## config.mk

```make
export PLATFORM = sky130hd
export DESIGN_NAME = sort_sched
export DESIGN_NICKNAME = d
export VERILOG_FILES = /design/src/rtl/sort_sched.sv
export SDC_FILE = /design/constraint.sdc
export NUM_CORES = 1
export LEC_CHECK = 0
export CORE_MARGIN = 2
export CORE_UTILIZATION = 40
export DETAILED_ROUTE_END_ITERATION = 8
export PLACE_DENSITY = 0.8
export SLEW_MARGIN = 20
export SYNTH_ARGS = -nofsm -noshare
export SYNTH_HDL_FRONTEND = slang
export SYNTH_SLANG_ARGS = --single-unit
```

## constraint.sdc

```tcl
create_clock -name clk -period 2.8 [get_ports clk]
set_input_delay 0.42 -clock clk [delete_from_list [all_inputs] [get_ports clk]]
set_output_delay 0.42 -clock clk [all_outputs]
set_load 0.03 [all_outputs]
```

## src/rtl/sort_sched.sv

```systemverilog
// sort_sched: shares one combinational 5-input sorting core between two
// requesters (A and B). Round-robin arbitration, registered core operands,
// a programmable settle window before the ranks are captured, and a
// valid/ready response channel tagged with the winning requester.
//
// Optional build macro SORT_SCHED_RANK_CHECK_EN: when defined, resp_err
// flags captured ranks that are not a permutation of 0..4. When undefined,
// resp_err is constant 0.
module sort_sched #(
    parameter int W             = 6,
    parameter int SETTLE_CYCLES = 2
) (
    input  logic           clk,
    input  logic           rst,
    input  logic           req_valid_a,
    input  logic [5*W-1:0] req_data_a,
    output logic           req_ready_a,
    input  logic           req_valid_b,
    input  logic [5*W-1:0] req_data_b,
    output logic           req_ready_b,
    output logic [W-1:0]   core_i0,
    output logic [W-1:0]   core_i1,
    output logic [W-1:0]   core_i2,
    output logic [W-1:0]   core_i3,
    output logic [W-1:0]   core_i4,
    input  logic [W-1:0]   core_rank0,
    input  logic [W-1:0]   core_rank1,
    input  logic [W-1:0]   core_rank2,
    input  logic [W-1:0]   core_rank3,
    input  logic [W-1:0]   core_rank4,
    output logic           resp_valid,
    input  logic           resp_ready,
    output logic           resp_id,
    output logic [5*W-1:0] resp_rank,
    output logic           resp_err,
    output logic           busy,
    output logic [15:0]    job_cnt
);

    typedef enum logic [1:0] {
        IDLE   = 2'd0,
        SETTLE = 2'd1,
        RESP   = 2'd2
    } state_t;

    state_t         state_reg;
    logic [3:0]     cnt_reg;
    logic           last_grant_reg;   // 1 = B was served last
    logic [W-1:0]   core_in_reg [5];
    logic [5*W-1:0] rank_reg;
    logic           resp_id_reg;
    logic           resp_err_reg;
    logic           resp_valid_reg;
    logic [15:0]    job_cnt_reg;

    logic           grant_b;
    logic           accept;
    logic [5*W-1:0] grant_data;
    logic [5*W-1:0] rank_bus;
    logic           rank_bad;

    assign rank_bus = {core_rank4, core_rank3, core_rank2, core_rank1, core_rank0};

    // Round-robin grant: a lone requester wins; on a tie, whoever was not served last.
    always_comb begin
        grant_b     = req_valid_b && (!req_valid_a || !last_grant_reg);
        req_ready_a = !rst && (state_reg == IDLE) && req_valid_a && !grant_b;
        req_ready_b = !rst && (state_reg == IDLE) && grant_b;
        accept      = req_ready_a || req_ready_b;
        grant_data  = grant_b ? req_data_b : req_data_a;
    end

`ifdef SORT_SCHED_RANK_CHECK_EN
    // Ranks form a permutation of 0..4 when all are in range and every value 0..4 appears.
    logic [4:0] in_range;
    logic [4:0] present;
    logic [4:0] match [5];

    for (genvar gi = 0; gi < 5; gi++) begin : g_rank_chk
        assign in_range[gi] = (int'(rank_bus[gi*W +: W]) < 5);
        for (genvar gj = 0; gj < 5; gj++) begin : g_match
            assign match[gi][gj] = (int'(rank_bus[gj*W +: W]) == gi);
        end
        assign present[gi] = |match[gi];
    end

    assign rank_bad = !((&in_range) && (&present));
`else
    assign rank_bad = 1'b0;
`endif

    // Controller: accept -> settle window -> hold response until handshake.
    always_ff @(posedge clk) begin
        if (rst) begin
            state_reg      <= IDLE;
            cnt_reg        <= '0;
            last_grant_reg <= 1'b1;
            for (int k = 0; k < 5; k++) begin
                core_in_reg[k] <= '0;
            end
            rank_reg       <= '0;
            resp_id_reg    <= 1'b0;
            resp_err_reg   <= 1'b0;
            resp_valid_reg <= 1'b0;
            job_cnt_reg    <= '0;
        end else begin
            case (state_reg)
                IDLE: begin
                    if (accept) begin
                        for (int k = 0; k < 5; k++) begin
                            core_in_reg[k] <= grant_data[k*W +: W];
                        end
                        resp_id_reg    <= grant_b;
                        last_grant_reg <= grant_b;
                        cnt_reg        <= 4'(SETTLE_CYCLES);
                        state_reg      <= SETTLE;
                    end
                end
                SETTLE: begin
                    // The edge that would take the counter to zero is the capture edge.
                    if (cnt_reg == 4'd1) begin
                        rank_reg       <= rank_bus;
                        resp_err_reg   <= rank_bad;
                        resp_valid_reg <= 1'b1;
                        state_reg      <= RESP;
                    end else begin
                        cnt_reg <= cnt_reg - 4'd1;
                    end
                end
                RESP: begin
                    if (resp_ready) begin
                        resp_valid_reg <= 1'b0;
                        job_cnt_reg    <= job_cnt_reg + 16'd1;
                        state_reg      <= IDLE;
                    end
                end
                default: state_reg <= IDLE;
            endcase
        end
    end

    assign core_i0    = core_in_reg[0];
    assign core_i1    = core_in_reg[1];
    assign core_i2    = core_in_reg[2];
    assign core_i3    = core_in_reg[3];
    assign core_i4    = core_in_reg[4];
    assign resp_valid = resp_valid_reg;
    assign resp_id    = resp_id_reg;
    assign resp_rank  = rank_reg;
    assign resp_err   = resp_err_reg;
    assign busy       = (state_reg != IDLE);
    assign job_cnt    = job_cnt_reg;

endmodule

```

# Yosys cells after proc, flatten, opt, wreduce, memory -nomap -nowiden
# Memories as Yosys holds them, arrays and structs flattened.
# Cells that the tools add are included.
# op_classes
n_addsub	2
n_eq_ne	7
n_mux	22
n_bitwise	5
reduce_logical	21
# ops
operator	n
$mux 30	1
$mux 6	5
$add 16x1->16 const B	1
$reduce_and 3->1	3
$mux 1	8
$mux 4	2
$ne 2x2->1 const B	4
$pmux 4 s2	1
$mux 2	3
$pmux 2 s3	1
$reduce_and 2->1	3
$reduce_bool 2->1	3
$logic_and 1x1->1	5
$or 1x1->1	5
$eq 4x1->1 const B	1
$logic_not 1->1	4
$sub 4x1->4 const B	1
$eq 2x1->1 const B	1
$eq 2x2->1 const B	1
$logic_not 2->1	1
$logic_or 1x1->1	2
$pmux 1 s2	1
# totals
reg_bits	55
ram_bits	30
inputBits	95
out_inout_bits	82
word_cells	65
memories	1
# memory_table
memory	depth	word_bits	read_ports	rd_ports_with_merged_regs	wr	line	rtl
core_in_reg	5	6	5	0	5	49	logic [W-1:0] core_in_reg [5];

# Longest topological paths before layout
# logic_depth
word_depth	11
mapped_depth	7
depth_no_buf	6

# Worst setup path after synthesis
# Ideal clock, no wire load.
# synth_timing
kind	flip-flop to flip-flop
start	register state_reg[1]
end	memory core_in_reg[0][0] (enable)
setup_time_ps	427
t_arrival_ps	2305
required_ps	2373
setup_slack_ps	68
stages_incl_launch_ff	4
n_path_buf	0
period_less_slack_ps	2732
cell_sequence	dfxtp_1 nor2_1 inv_1 o21bai_1
# synth_lines
item	line	rtl
start, declared	46	state_t state_reg;
start signal, assigned	95	state_reg <= IDLE;
start signal, assigned	116	state_reg <= SETTLE;
start signal, assigned	125	state_reg <= RESP;
end, declared	49	

# Worst setup path in the final report
# layout_timing
start	register state_reg[1]
end	output port busy
# layout_via
elab_chain_len	1
# layout_rtl
item	line	rtl
$reduce_bool 2->1	151	assign busy = (state_reg != IDLE);
end, declared	36	output logic busy,
# Every way passes these cells.

==> flow_results.org <==
** Pwr
- Clock share of power :: 0.326
- VDD sags by at most ~0.26 mV.
- Cell internal power was estimated by the tool at ~2.1 mW.
- For this design the total switching power over the nets is around 0.74 mW.
- The share of total power dissipated in combinational logic is 0.196.
- Leakage power of the design :: around 2 nW
- PwrDens :: between 500 and 600 nW/µm²
- Of the total power, registers draw 0.478.
- Switching Share :: 0.256

** CTS
- In this run the post-CTS setup repair buffer count came out at 0.
- Clock-pin slew on the worst setup and hold paths :: 80 ps
- In this run, post-CTS repair resized a total of 0 instances.
- The longest clock path from root to sink contains 2 buffers.
- In this run, CTS created clock tree buffers numbering 9.
- Clock Sinks :: 85
- Clock tree from TritonCTS :: done
- Hold repair after CTS inserted 0 buffers.
- The later pin in the worst-skew pair is clocked with a latency of approximately 340 ps.
- Clock tree synthesis selected as its root buffer the cell sky130_fd_sc_hd__clkbuf_8.
- The H-tree generated during clock tree synthesis spans 3 levels.

** Placed design
- The congestion estimate from routability-driven global placement came to roughly 0.85.
- Placed cell areas :: 5380 µm²
- During placement, the flow inserted port buffers numbering between 150 and 200.
- Final HPWL DP :: between 7000 and 8000 µm

** Detailed routing
- Number of vias per cell after detailed routing :: 5.09
- Remaining DRCs :: 0
- Dividing the detail-routed wire length by the instance count gives between 10 and 15 µm.
- Post-detailed-routing wire length :: ~10000 µm
- Count of antenna-violating nets left after detailed routing :: 0
- For this run, the detailed router's first-pass iteration total came to 4.
- DRT iter0 DRCs :: between 150 and 200
- Summing over every cut layer, the via total after detailed routing is around 3500.

** Synthesis
- Dividing the synthesized area by the synthesized cell count gives between 8 and 9 µm².
- Yosys mapped a number of flops with a built-in enable equal to 30.
- Dominant cell type by area after synthesis :: sky130_fd_sc_hd__dfxtp_1
- The cell count after synthesis came out at around 400.
- Most instantiated flip-flop cell in the synthesis netlist :: sky130_fd_sc_hd__dfxtp_1
- For this run, the number of Yosys warnings is 0.
- Most instantiated cells after synthesis :: 130 x sky130_fd_sc_hd__nand2_1, 67 x sky130_fd_sc_hd__a21oi_1, 55 x sky130_fd_sc_hd__dfxtp_1
- Counting every net in the synthesized netlist gives roughly 500.
- Of the synthesized area, sequential elements account for 0.563.
- After synthesis, the share of flip-flops with an asynchronous set or reset is 0.
- In this run, distinct cell masters in the synthesized netlist total 43.
- Flops & latches, synth :: between 80 and 90
- Fraction of post-synthesis cell area in the top cell type by area :: 0.310
- Ranked by total cell area, the synthesized netlist is headed by sky130_fd_sc_hd__dfxtp_1 31%, sky130_fd_sc_hd__edfxtp_1 25%, sky130_fd_sc_hd__nand2_1 14%.
- Post-Synthesis Cell Area :: between 3000 and 4000 µm²
- Cell with the most instances after synthesis :: sky130_fd_sc_hd__nand2_1

** Worst setup path
- In this run the critical register-to-register path is launched from state_reg[1]$_SDFFE_PP0P_.
- Launching instance or port of the critical path :: state_reg[1]$_SDFFE_PP0P_
- The worst setup path is captured at an output pin.
- For the worst flop-to-flop path, the logic depth is 5.
- Critical Path Fanout Max :: 6
- The critical path is of the reg -> out type.
- Data on the critical path arrives at its endpoint at 1900 ps.
- Worst r2r dst :: cnt_reg[1]$_SDFFE_PP0P_
- Setup slack on the worst reg-to-reg path comes out at approximately 940 ps.
- Following the worst setup path forward leads to its endpoint at busy.
- Kind of start point of the critical path :: flop
- For the worst setup path, the data required time is 2380 ps.

** Floorplanning
- Top-Level Pins :: 177
- Measured along the x axis, the die boundary spans around 98 µm.
- The die is 98.3 µm tall.
- The initial utilization of the core area, before any placement, comes to 0.409.
- Die ar. :: between 9000 and 10000 µm²
- Std cell rows :: 34
- Core area :: 8680 µm²

** STA
- RSZ-0062 raised after global routing :: false
- For the pin with the worst max-slew slack, the measured transition is approximately 570 ps.
- Clock skew after layout :: 11.3 ps
- Summed negative setup slack over all endpoints :: 0 ps
- For the finished layout, the period the worst path requires is approximately 2300 ps.
- Headroom to the max-slew limit :: 0.623
- Maximum frequency from static timing analysis :: ~430 MHz
- The number of max-slew violations in the final report is 0.
- The hold violation total from the final report was 0.
- Setup violations remaining at the end of the flow were counted as 0.
- Dividing the final minimum period by the clock period gives 0.827.

** GRT
- For this run the aggregate overflow at the end of global routing stands at 0.
- Wire length of the first global-routing pass :: 16500 µm
- Vias in the first global route :: around 3500
- Number of antenna violations at the first check in global routing :: 0
- Overall global routing resource usage :: 0.208
- Entering global routing, the biggest net connects 47 pins.

** Cells and area
- The finished cells cover roughly 5600 µm².
- The net count of the finished layout is 668.
- The number of antenna diodes in the final layout is 0.
- Fraction of layout instances using a drive strength above 1 :: 0.0539
- Relative to the synthesized area, the layout overhead comes to 57.6%.

** Job
- Maxcap violations :: 0

** Min path
- Min-delay worst type :: in -> reg

** Status
- Status :: finished clean
[worst max-delay path: stages, from the launching register on]
cell,delay [ps]
sky130_fd_sc_hd__dfxtp_1,370
sky130_fd_sc_hd__nor2_1,300
sky130_fd_sc_hd__inv_1,240
sky130_fd_sc_hd__clkdlybuf4s50_1,660
[cells by family (layout without fill, tap and decap cells)]
logic type / count (synthesis) / count (layout) / share of synthesized area
and+or+nand+nor: 191 / 191 / 0.235
DFF: 85 / 85 / 0.563
xor gates and xnor gates: 10 / 10 / 0.0246
muxes: 3 / 3 / 0.00915
other: 1 / 1 / 0.00106
buffers and inverters: 32 / 204 / 0.0387
adders and majority gates: 3 / 3 / 0.0106
AOI/OAI and AO/OA: 78 / 78 / 0.118
[how the worst min path moves through the flow]
stage | start | end | slack, ps | depth (start not counted)
floorplan | last_grant_reg$_SDFFE_PP1P_ | last_grant_reg$_SDFFE_PP1P_ | 480 | 1
finish | rst | resp_rank[8]$_SDFFE_PP0P_ | 440 | 2
CTS | rst | resp_rank[8]$_SDFFE_PP0P_ | 430 | 2
detailed placement | resp_rank[13]$_SDFFE_PP0P_ | resp_rank[13]$_SDFFE_PP0P_ | 450 | 2
global route | rst | resp_id$_SDFFE_PP0P_ | 450 | 2
global placement | resp_rank[2]$_SDFFE_PP0P_ | resp_rank[2]$_SDFFE_PP0P_ | 440 | 2
[metrics by stage]
step	util	std cells	setup slack [ps]	power, mW	hold WS (ps)
6_report	0.645	683	484	2.88	442
5_1_grt	0.645	683	407	3.00	453
4_1_cts	0.645	683	458	2.91	432
3_5_place_dp	0.620	667	397	1.97	448
3_3_place_gp	0.620	667	531	1.96	441
2_1_floorplan	-	403	68.0	1.68	481
[per-layer routing]
layer / wire, µm / track usage / share of wire
met3: 946 / 0.0637 / 0.095
met2: 4740 / 0.342 / 0.48
met4: 232 / 0.0780 / 0.023
met5: 0 / 0 / 0
met1: 4030 / 0.257 / 0.41
[cell usage in the layout, fill, tap and decap left out, types with 5 or more instances in the layout]
cell type / n
sky130_fd_sc_hd__clkdlybuf4s50_1: 172
sky130_fd_sc_hd__nand2_1: 130
sky130_fd_sc_hd__a21oi_1: 67
sky130_fd_sc_hd__dfxtp_1: 55
sky130_fd_sc_hd__edfxtp_1: 30
sky130_fd_sc_hd__nor2_1: 19
sky130_fd_sc_hd__clkbuf_8: 9
sky130_fd_sc_hd__buf_4: 9
sky130_fd_sc_hd__nand3_1: 8
sky130_fd_sc_hd__inv_1: 6
sky130_fd_sc_hd__nor3_1: 5
sky130_fd_sc_hd__xor2_1: 5
sky130_fd_sc_hd__xnor2_1: 5
[final cells by class]
| class | count | area, µm² |
|---|---|---|
| Clock buffer | 14 | 185 |
| Clock inverter | 2 | 37.5 |
| Fill cell | 733 | 3080 |
| Inverter | 6 | 22.5 |
| Multi-Input combinational cell | 286 | 1430 |
| Sequential cell | 85 | 2000 |
| Tap cell | 108 | 135 |
| Timing Repair Buffer | 182 | 1790 |
[power groups by stage]
stage	logic, mW	registers (mW)	clock network (mW)
after global routing	0.601	1.39	1.01
after global placement	0.557	1.40	0
final	0.564	1.38	0.939
after CTS	0.567	1.38	0.964
after detailed placement	0.564	1.41	0
after floorplan	0.147	1.53	0
No activity file was read; power rests on OpenSTA's default activity.
